`src/rtl/accelerator_pkg.sv`:
```
// accelerator_pkg: shared scheduler state encoding and systolic-array size defaults.
package accelerator_pkg;

    localparam int SA_ROWS_DEF = 4;
    localparam int SA_COLS_DEF = 4;

    localparam int ST_IDLE  = 0;
    localparam int ST_CHECK = 1;
    localparam int ST_CLEAR = 2;
    localparam int ST_FEED  = 3;
    localparam int ST_FLUSH = 4;
    localparam int ST_WRITE = 5;
    localparam int ST_NEXT  = 6;
    localparam int ST_DONE  = 7;

    typedef enum logic [7:0] {
        S_IDLE  = 8'b0000_0001,
        S_CHECK = 8'b0000_0010,
        S_CLEAR = 8'b0000_0100,
        S_FEED  = 8'b0000_1000,
        S_FLUSH = 8'b0001_0000,
        S_WRITE = 8'b0010_0000,
        S_NEXT  = 8'b0100_0000,
        S_DONE  = 8'b1000_0000
    } sa_sched_state_t;

endpackage

```
`src/rtl/sa_addr_gen.sv`:
```
// sa_addr_gen: incremental ifmap/weight operand addressing and the running ofmap write address.
module sa_addr_gen #(
    parameter int ADDR_W = 16
) (
    input  logic              clk,
    input  logic              rstn,
    input  logic              clr,
    input  logic              k_clr,
    input  logic              k_step,
    input  logic              n_step,
    input  logic              n_wrap,
    input  logic              wr_step,
    input  logic [ADDR_W-1:0] k_inc,
    output logic [ADDR_W-1:0] ifmap_addr,
    output logic [ADDR_W-1:0] weight_addr,
    output logic [ADDR_W-1:0] ofmap_addr
);

    logic [ADDR_W-1:0] i_base, w_base, k_off, o_cnt;

    always_ff @(posedge clk) begin
        if (!rstn || clr) begin
            i_base <= '0;
            w_base <= '0;
            k_off  <= '0;
            o_cnt  <= '0;
        end else begin
            k_off <= k_clr ? '0 : k_off + ADDR_W'(k_step);
            o_cnt <= o_cnt + ADDR_W'(wr_step);
            // n-tile wrap rewinds the weight base and moves to the next m-tile
            if (n_step) begin
                w_base <= n_wrap ? '0 : w_base + k_inc;
                i_base <= n_wrap ? i_base + k_inc : i_base;
            end
        end
    end

    assign ifmap_addr  = i_base + k_off;
    assign weight_addr = w_base + k_off;
    assign ofmap_addr  = o_cnt;

endmodule

```
`src/rtl/sa_tile_scheduler.sv`:
```
// sa_tile_scheduler: tiles an MxK by KxN multiply over the systolic array and sequences RAMs/array per tile.
// Optional busy-cycle counter on perf_cycles enabled by defining SA_SCHED_PERF_EN.
module sa_tile_scheduler
    import accelerator_pkg::*;
#(
    parameter int SA_ROWS = SA_ROWS_DEF,
    parameter int SA_COLS = SA_COLS_DEF,
    parameter int ADDR_W  = 16
) (
    input  logic                       clk,
    input  logic                       rstn,
    input  logic                       start,
    input  logic [31:0]                M,
    input  logic [31:0]                N,
    input  logic [31:0]                K,
    output logic                       busy,
    output logic                       sa_done,
    output logic                       ifmap_cs,
    output logic                       weight_cs,
    output logic [ADDR_W-1:0]          ifmap_addr,
    output logic [ADDR_W-1:0]          weight_addr,
    output logic                       sa_clear,
    output logic                       sa_valid_in,
    output logic                       ofmap_we,
    output logic [ADDR_W-1:0]          ofmap_addr,
    output logic [$clog2(SA_ROWS)-1:0] ofmap_row,
    input  logic                       ofmap_ready,
    output logic [31:0]                perf_cycles
);

    localparam int          RLOG      = $clog2(SA_ROWS);
    localparam int          CLOG      = $clog2(SA_COLS);
    localparam logic [31:0] FLUSH_LEN = 32'(SA_ROWS + SA_COLS - 1);
    localparam logic [31:0] ROW_LAST  = 32'(SA_ROWS - 1);

    sa_sched_state_t state, nxt;
    logic [31:0] m_q, n_q, k_q, tm, tn, mt, nt, cnt;
    logic        acc, n_wrap, last, zero;

    assign acc    = state[ST_IDLE] && start;
    assign n_wrap = nt == tn - 1;
    assign last   = n_wrap && mt == tm - 1;
    assign zero   = m_q == 0 || n_q == 0 || k_q == 0;

    always_comb begin
        nxt = state;
        unique case (state)
            S_IDLE:  nxt = start ? S_CHECK : S_IDLE;
            S_CHECK: nxt = zero ? S_DONE : S_CLEAR;
            S_CLEAR: nxt = S_FEED;
            S_FEED:  nxt = cnt == k_q - 1 ? S_FLUSH : S_FEED;
            S_FLUSH: nxt = cnt == FLUSH_LEN - 1 ? S_WRITE : S_FLUSH;
            S_WRITE: nxt = ofmap_ready && cnt == ROW_LAST ? S_NEXT : S_WRITE;
            S_NEXT:  nxt = last ? S_DONE : S_CLEAR;
            S_DONE:  nxt = S_IDLE;
            default: nxt = S_IDLE;
        endcase
    end

    always_ff @(posedge clk) begin
        if (!rstn) state <= S_IDLE;
        else       state <= nxt;
    end

    always_ff @(posedge clk) begin
        if (!rstn) begin
            {m_q, n_q, k_q, tm, tn, mt, nt, cnt} <= '0;
            sa_valid_in <= 1'b0;
        end else begin
            sa_valid_in <= ifmap_cs;
            // cnt is the per-state step: k in FEED, skew in FLUSH, row in WRITE
            cnt <= nxt != state ? '0 :
                   cnt + 32'(state[ST_FEED] || state[ST_FLUSH] || (state[ST_WRITE] && ofmap_ready));
            if (acc) begin
                m_q <= M;
                n_q <= N;
                k_q <= K;
                tm  <= 32'(({1'b0, M} + 33'(SA_ROWS - 1)) >> RLOG);
                tn  <= 32'(({1'b0, N} + 33'(SA_COLS - 1)) >> CLOG);
                mt  <= '0;
                nt  <= '0;
            end else if (state[ST_NEXT]) begin
                nt <= n_wrap ? '0 : nt + 1;
                mt <= mt + 32'(n_wrap);
            end
        end
    end

    assign busy      = !state[ST_IDLE];
    assign sa_done   = state[ST_DONE];
    assign ifmap_cs  = state[ST_FEED];
    assign weight_cs = state[ST_FEED];
    assign sa_clear  = state[ST_CLEAR];
    assign ofmap_we  = state[ST_WRITE] && ofmap_ready;
    assign ofmap_row = state[ST_WRITE] ? cnt[RLOG-1:0] : '0;

    sa_addr_gen #(.ADDR_W(ADDR_W)) u_addr (
        .clk        (clk),
        .rstn       (rstn),
        .clr        (acc),
        .k_clr      (state[ST_CLEAR]),
        .k_step     (state[ST_FEED]),
        .n_step     (state[ST_NEXT]),
        .n_wrap     (n_wrap),
        .wr_step    (ofmap_we),
        .k_inc      (k_q[ADDR_W-1:0]),
        .ifmap_addr (ifmap_addr),
        .weight_addr(weight_addr),
        .ofmap_addr (ofmap_addr)
    );

`ifdef SA_SCHED_PERF_EN
    always_ff @(posedge clk) begin
        if (!rstn || acc) perf_cycles <= '0;
        else if (busy)    perf_cycles <= perf_cycles + 1;
    end
`else
    assign perf_cycles = '0;
`endif

endmodule

```
`config.mk`:
```
export PLATFORM = sky130hd
export DESIGN_NAME = sa_tile_scheduler
export DESIGN_NICKNAME = d
export VERILOG_FILES = /design/src/rtl/accelerator_pkg.sv /design/src/rtl/sa_addr_gen.sv /design/src/rtl/sa_tile_scheduler.sv
export SDC_FILE = /design/constraint.sdc
export NUM_CORES = 1
export LEC_CHECK = 0
export BUFFER_PORTS_ARGS = -buffer_cell sky130_fd_sc_hd__buf_2
export CORE_AREA = 4 4 197 199
export CTS_CLUSTER_DIAMETER = 50
export DETAILED_ROUTE_END_ITERATION = 10
export DIE_AREA = 0 0 201 203
export PLACE_DENSITY_LB_ADDON = 0.3
export RECOVER_POWER = 100
export SLEW_MARGIN = 30
export SYNTH_ARGS = -nofsm -noshare
export SYNTH_HDL_FRONTEND = slang
export SYNTH_SLANG_ARGS = --single-unit
```
`constraint.sdc`:
```
create_clock -name clk -period 9.5 [get_ports clk]
set_input_delay 0 -clock clk [delete_from_list [all_inputs] [get_ports clk]]
set_output_delay 0 -clock clk [all_outputs]
set_load 0.005 [all_outputs]
```
==> metrics.txt, run 1 <==
status=finished with violations; failing checks=max-capacitance violations, max-slew violations; synthesis-stage register bit count=327; fin crit period=6964 ps; Area contributors post-synth=dfxtp_1 (33%), xnor2_1 (8.0%), xor2_1 (6.9%), nand2_1 (6.3%), nor2_1 (5.3%); worst-case clock buffer depth=3; # Post-CTS Setup Buffers=0; CP Data Arrival Time=7450 ps; GP Congestion=0.8867; routed wl met3=2.807 mm; kind of critical path=reg2reg; CP required=9990 ps; final max-slew violation count=394; gr ovfl total=0; Final TNS setup=0 ps; reg-to-reg startpoint=state[0]; CP most frequent cell=dlygate4sd3_1; via density per instance=5.689; average cell area after synthesis=7.925 um^2; GRT Util Overall=24.76%; worst rel slew slack=-131.3%; Crit-path slowest cell=clkbuf_1; Layout Skew=16.86 ps; Final ANT Viol Nets=0; Max-Cap Viols=7; worst flop-to-flop path endpoint=tn[29]; fin nets=2928; row count=71; crit share post-route=73.30%; critical-path maximum fanout=86; port bufs=156; H-tree depth=2; Worst Setup Start Kind=register; Iteration-0 DRC Markers=1018; placed cell areas=20890 um^2; WL met2=24.61 mm; total CTS buffers=42; post-detailed-route wirelength per cell=16.11 um; share of layout cells above drive strength 1=7.800%; Hold Crit Class=in2reg; DRT Wirelength=52.47 mm; Leakage=9.087 nW; worst-case reg-to-reg path depth=7; CTS tree=yes; clk_lat worst skew=550 ps; Die X=201 um; number of remaining DRC errors=0; highest metal used=met5; post-synthesis sequential area ratio=32.58%; most frequent cell after synthesis=nand2_1; die area=40800 um^2; crit-path cells=and2_0 > clkbuf_1 > buf_4 > nand3_1 > dlygate4sd3_1 > a31oi_1 > dlygate4sd3_1; hold path startpoint=M[12]; critical path's largest stage delay=2460 ps; M1 WL=23.64 mm; die height=203 um; pin count of the biggest net entering global routing=87; number of flops mapped to enable cells by yosys=0; Final Cell Area=23600 um^2; HPWL after DPL=37.38 mm; Starting Density=53.97%; top-area cell type share of the netlist area=32.58%; Boundary Pins=189; via count=18530; Hold Fails Final Rpt=0; Syn Inst Count=2535; TritonRoute pass-1 iters=5; hold path cells=4; end of the worst hold path=m_q[12]; Synth area leader=dfxtp_1; YS warnings=0; first-pass GRT wire length=86.17 mm; Finished Layout Cells=3256; Max rail drop VDD=0.1415 mV; ys async rst share=0%; vias in the first global route=17470; Fill cells=3166; ANT cells=0; RSZ-0062 raised after global routing=no; Crit. End Element=register; placed instance count=3048; Sink Count=327; cell area after synthesis=20090 um^2; Power Dens Cells=158.7 nW/um^2; main flop type after synthesis=dfxtp_1; Crit path max-delay family=buffers and inverters; Synth top cells by count=nand2_1 (335), dfxtp_1 (327), nor2_1 (283), xnor2_1 (184), xor2_1 (158); max frequency=143.6 MHz; synthesis-to-layout area growth=17.46%; initial antenna violation count=1; buffers plus inverters on the worst setup path=4; core area=37220 um^2; final setup vio count=0; Cell variety after synth=81; Worst Max-Slew Pin Slew=3469 ps; R2R Setup Slk=2540 ps; WHS=289.0 ps; Root Buffer=clkbuf_16; clock slew at reported path FFs=60 ps
-- how the worst max path moves through the flow --
stage	from	endpoint	slack [ps]	cells past startpoint
5_1_grt	state[0]	tn[29]	1940	7
2_1_floorplan	tn[0]	mt[29]	4940	20
3_5_place_dp	tn[0]	mt[31]	4090	19
6_report	state[0]	tn[29]	2540	7
3_3_place_gp	tn[0]	mt[31]	4250	19
4_1_cts	tn[0]	mt[31]	4050	19
-- sequential cells by signal, indices dropped and copies added, names as in the netlist, 8 cells and up --
name,flops
u_addr.i_base,16
tn,31
mt,32
k_q,32
cnt,32
tm,31
u_addr.ofmap_addr,16
n_q,32
u_addr.k_off,16
u_addr.w_base,16
nt,32
m_q,32
state,8
-- cell families after synthesis --
| kind of cell | synth area share, % |
|---|---|
| simple gates | 27.23 |
| compound gates | 14.01 |
| xor+xnor | 14.91 |
| flops | 32.58 |
| buf+inv | 4.808 |
| fa+ha+maj | 4.883 |
| mux | 1.551 |
| other cells | 0.01867 |
-- layer usage --
| layer | global-route usage [%] | up-vias |
|---|---|---|
| li1 | - | 9255 |
| met1 | 32.82 | 8642 |
| met2 | 41.86 | 524 |
| met3 | 3.594 | 102 |
| met4 | 7.940 | 2 |
| met5 | 0 | - |
-- per-stage QoR --
stage                     setup slack [ps]  power (mW)  utilization [%]
final                                 2536       3.745            63.40
after global routing                  1945       3.908            63.40
after CTS                             4048       3.762            63.61
after detailed placement              4087       2.075            56.13
after global placement                4246       2.057            56.13
after floorplan                       4935       1.941                -
-- worst min-delay path: stages --
cell	delay, ps
dlygate4sd3_1	540
buf_2	130
nand2_1	40
a21boi_0	60
-- placed cells by master (no fill, tap or decap), drive strengths merged, types with 77 or more instances in the layout --
cell type and count:
nand2 335, a21boi 99, dlygate4sd3 134, buf 117
dfxtp 327, nor2 283, xor2 158, o21ai 77
nand3 112, clkbuf 100, xnor2 184, a21oi 83
-- repair_timing --
action | 4_1_cts | 5_1_grt
hold endpoints to repair | 168 | 0
resized for setup | 0 | 0
hold buffers | 134 | 0
-- where the power goes --
group / internal, mW / switching, mW / leakage (nW) / total (mW)
clock network: 1.01 / 0.631 / 0.689 / 1.64
logic: 0.256 / 0.338 / 5.73 / 0.594
registers: 1.43 / 0.0802 / 2.66 / 1.51
total: 2.70 / 1.05 / 9.09 / 3.74
-- area by class of cell --
cell class | count | area (um^2) | share of cell area, %
inverters | 54 | 202.7 | 0.8590
flip-flops and latches | 327 | 6546 | 27.74
well taps | 474 | 593.1 | 2.513
clock inverters | 21 | 287.8 | 1.220
repair buffers | 298 | 2127 | 9.014
multi-input cells | 2029 | 12690 | 53.76
clock buffers | 53 | 1154 | 4.889
(Power assumes the default switching activity.)
==> inputs of run 2 (changes only) <==
==> constraint.sdc (replaced) <==
create_clock -name clk -period 6 [get_ports clk]
set_input_delay 0 -clock clk [delete_from_list [all_inputs] [get_ports clk]]
set_output_delay 0 -clock clk [all_outputs]
set_load 0.005 [all_outputs]
==> metrics.txt, run 2 (same netlist as run 1, synthesis figures left out) <==
Sink Count=327 (unchanged); Boundary Pins=189 (unchanged); HPWL after DPL=36.90 mm (was 37.38 mm); final setup vio count=0 (unchanged); most frequent cells in the layout=nand2_1 (335), dfxtp_1 (327), nor2_1 (283) (was nand2_1 (334), dfxtp_1 (327), nor2_1 (283)); number of remaining DRC errors=0 (unchanged); H-tree depth=2 (unchanged); post-detailed-route wirelength per cell=16.05 um (was 16.11 um); via density per instance=5.646 (was 5.689); clk_lat worst skew=560 ps (was 550 ps); max frequency=186.8 MHz (was 143.6 MHz); GP Congestion=0.8948 (was 0.8867); critical path's largest stage delay=630 ps (was 2460 ps); fin nets=2901 (was 2928); port bufs=156 (unchanged); final max-slew violation count=293 (was 394); TritonRoute pass-1 iters=5 (unchanged); row count=71 (unchanged); Power Dens Cells=250.8 nW/um^2 (was 158.7 nW/um^2); routed wl met3=2.965 mm (was 2.807 mm); worst setup margin=646.9 ps (was 2536 ps); Hold Fails Final Rpt=0 (unchanged); vias in the first global route=17680 (was 17470); die height=203 um (unchanged); synthesis-to-layout area growth=15.93% (was 17.46%); Starting Density=53.97% (unchanged); DRT Wirelength=51.82 mm (was 52.47 mm); pin count of the biggest net entering global routing=116 (was 87); crit share post-route=89.22% (was 73.30%); status=finished with violations (unchanged); post_cts resized=0 (unchanged); Final TNS setup=0 ps (unchanged); Crit path max-delay family=simple AND/OR/NAND/NOR gates (was buffers and inverters); Crit-path slowest cell=or4_1 (was clkbuf_1); Layout Skew=23.67 ps (was 16.86 ps); worst rel slew slack=-135.1% (was -131.3%); kind of critical path=reg2reg (unchanged); gr ovfl total=0 (unchanged); crit-path cells=inv_1 > ha_1 > or3b_2 > or4_1 > nor4_1 > mux2i_1 > a221oi_1 > nand4_1 > or4b_4 > inv_1 > ha_1 > and2_0 > nand4_1 > nor3_1 > and3_1 > nor2b_1 > nand3_1 > xor2_1 > nor2_1 (was and2_0 > clkbuf_1 > buf_4 > nand3_1 > dlygate4sd3_1 > a31oi_1 > dlygate4sd3_1); Final Cell Area=23290 um^2 (was 23600 um^2); WL met2=24.47 mm (was 24.61 mm); clock slew at reported path FFs=60 ps (about the same); CP Data Arrival Time=5770 ps (was 7450 ps); Iteration-0 DRC Markers=944 (was 1018); worst-case clock buffer depth=3 (unchanged); die area=40800 um^2 (unchanged); Final ANT Viol Nets=0 (unchanged); highest metal used=met5 (unchanged); initial antenna violation count=1 (unchanged); Leakage=8.928 nW (was 9.087 nW); total power=5.841 mW (was 3.745 mW); Root Buffer=clkbuf_16 (unchanged); Max rail drop VDD=0.2203 mV (was 0.1415 mV); RSZ-0062 raised after global routing=no (unchanged); total CTS buffers=40 (was 42); share of layout cells above drive strength 1=7.985% (was 7.800%); failing checks=max-capacitance violations, max-slew violations (unchanged); CP required=6420 ps (was 9990 ps); placed cell areas=20910 um^2 (was 20890 um^2); M1 WL=23.29 mm (was 23.64 mm); buffers plus inverters on the worst setup path=2 (was 4); core area=37220 um^2 (unchanged); Die X=201 um (unchanged); Hold Crit Class=in2reg (unchanged); CTS tree=yes (unchanged); GRT Util Overall=24.61% (was 24.76%); critical-path maximum fanout=11 (was 86); Crit. End Element=register (unchanged); Worst Setup Start Kind=register (unchanged); fin crit period=5353 ps (was 6964 ps); Max-Cap Viols=4 (was 7); first-pass GRT wire length=86.15 mm (was 86.17 mm); commonest non-fill, non-tap cell in the layout=nand2_1 (unchanged); Worst Max-Slew Pin Slew=3527 ps (was 3469 ps); post-placement setup slack=675.7 ps (was 4087 ps); via count=18230 (was 18530); ANT cells=0 (unchanged)
==> run 2: cell count changes in the layout (fill, tap and decap cells not counted), sizes merged <==
| cell | previous run | this run |
|---|---|---|
| clkinv | 6 | 10 |
| buf | 117 | 122 |
| dlygate4sd3 | 134 | 107 |
| clkinvlp | 5 | 2 |
| clkbuf | 100 | 94 |
==> run 2: repair_timing <==
action                                 4_1_cts  5_1_grt
hold buffers                               107        0
endpoints found under the hold margin      168        0
setup buffers                                0        0
==> run 2: stage by stage <==
| step | hold slack [ps] | std cells | utilization [%] |
|---|---|---|---|
| 5_1_grt | 255.0 | 3229 | 62.57 |
| 3_3_place_gp | 262.2 | 3050 | 56.17 |
| 2_1_floorplan | 141.7 | 2566 | - |
| 6_report | 255.0 | 3229 | 62.57 |
| 3_5_place_dp | 261.7 | 3050 | 56.17 |
| 4_1_cts | 68.42 | 3229 | 62.77 |
==> run 2: worst paths after layout <==
check | from | end | slack [ps] | depth (start not counted)
worst max register to register | tn[0] | mt[29] | 650 | 19
worst min-delay path | K[22] | k_q[22] | 250 | 4
worst min register to register | m_q[11] | m_q[11] | 460 | 2
worst max-delay path | tn[0] | mt[29] | 650 | 19
==> run 2: per-layer routing <==
layer | up-vias | GRT usage, %
li1 | 9196 | -
met1 | 8453 | 32.28
met2 | 494 | 42.29
met3 | 86 | 3.993
met4 | 2 | 6.613
met5 | - | 0
==> run 2: worst register-to-register path: stages (launching register included) <==
cell and delay [ps]:
dfxtp_1 340, inv_1 70, ha_1 190, or3b_2 540, or4_1 630, nor4_1 360, mux2i_1 160, a221oi_1 270
nand4_1 140, or4b_4 540, inv_1 80, ha_1 160, and2_0 190, nand4_1 280, nor3_1 390, and3_1 270
nor2b_1 260, nand3_1 130, xor2_1 150, nor2_1 60
==> run 2: cell type report <==
class / instances / area [um^2]
Fill cell: 3204 / 13930
Multi-Input combinational cell: 2029 / 12690
Timing Repair Buffer: 273 / 1876
Clock inverter: 22 / 276.5
Sequential cell: 327 / 6546
Inverter: 54 / 202.7
Tap cell: 474 / 593.1
Clock buffer: 50 / 1110
==> run 2: where the power goes <==
group	switching, mW	total (mW)	internal (mW)
sequential	0.126	2.39	2.27
combinational	0.530	0.920	0.390
clock	0.986	2.53	1.54
total	1.64	5.84	4.20
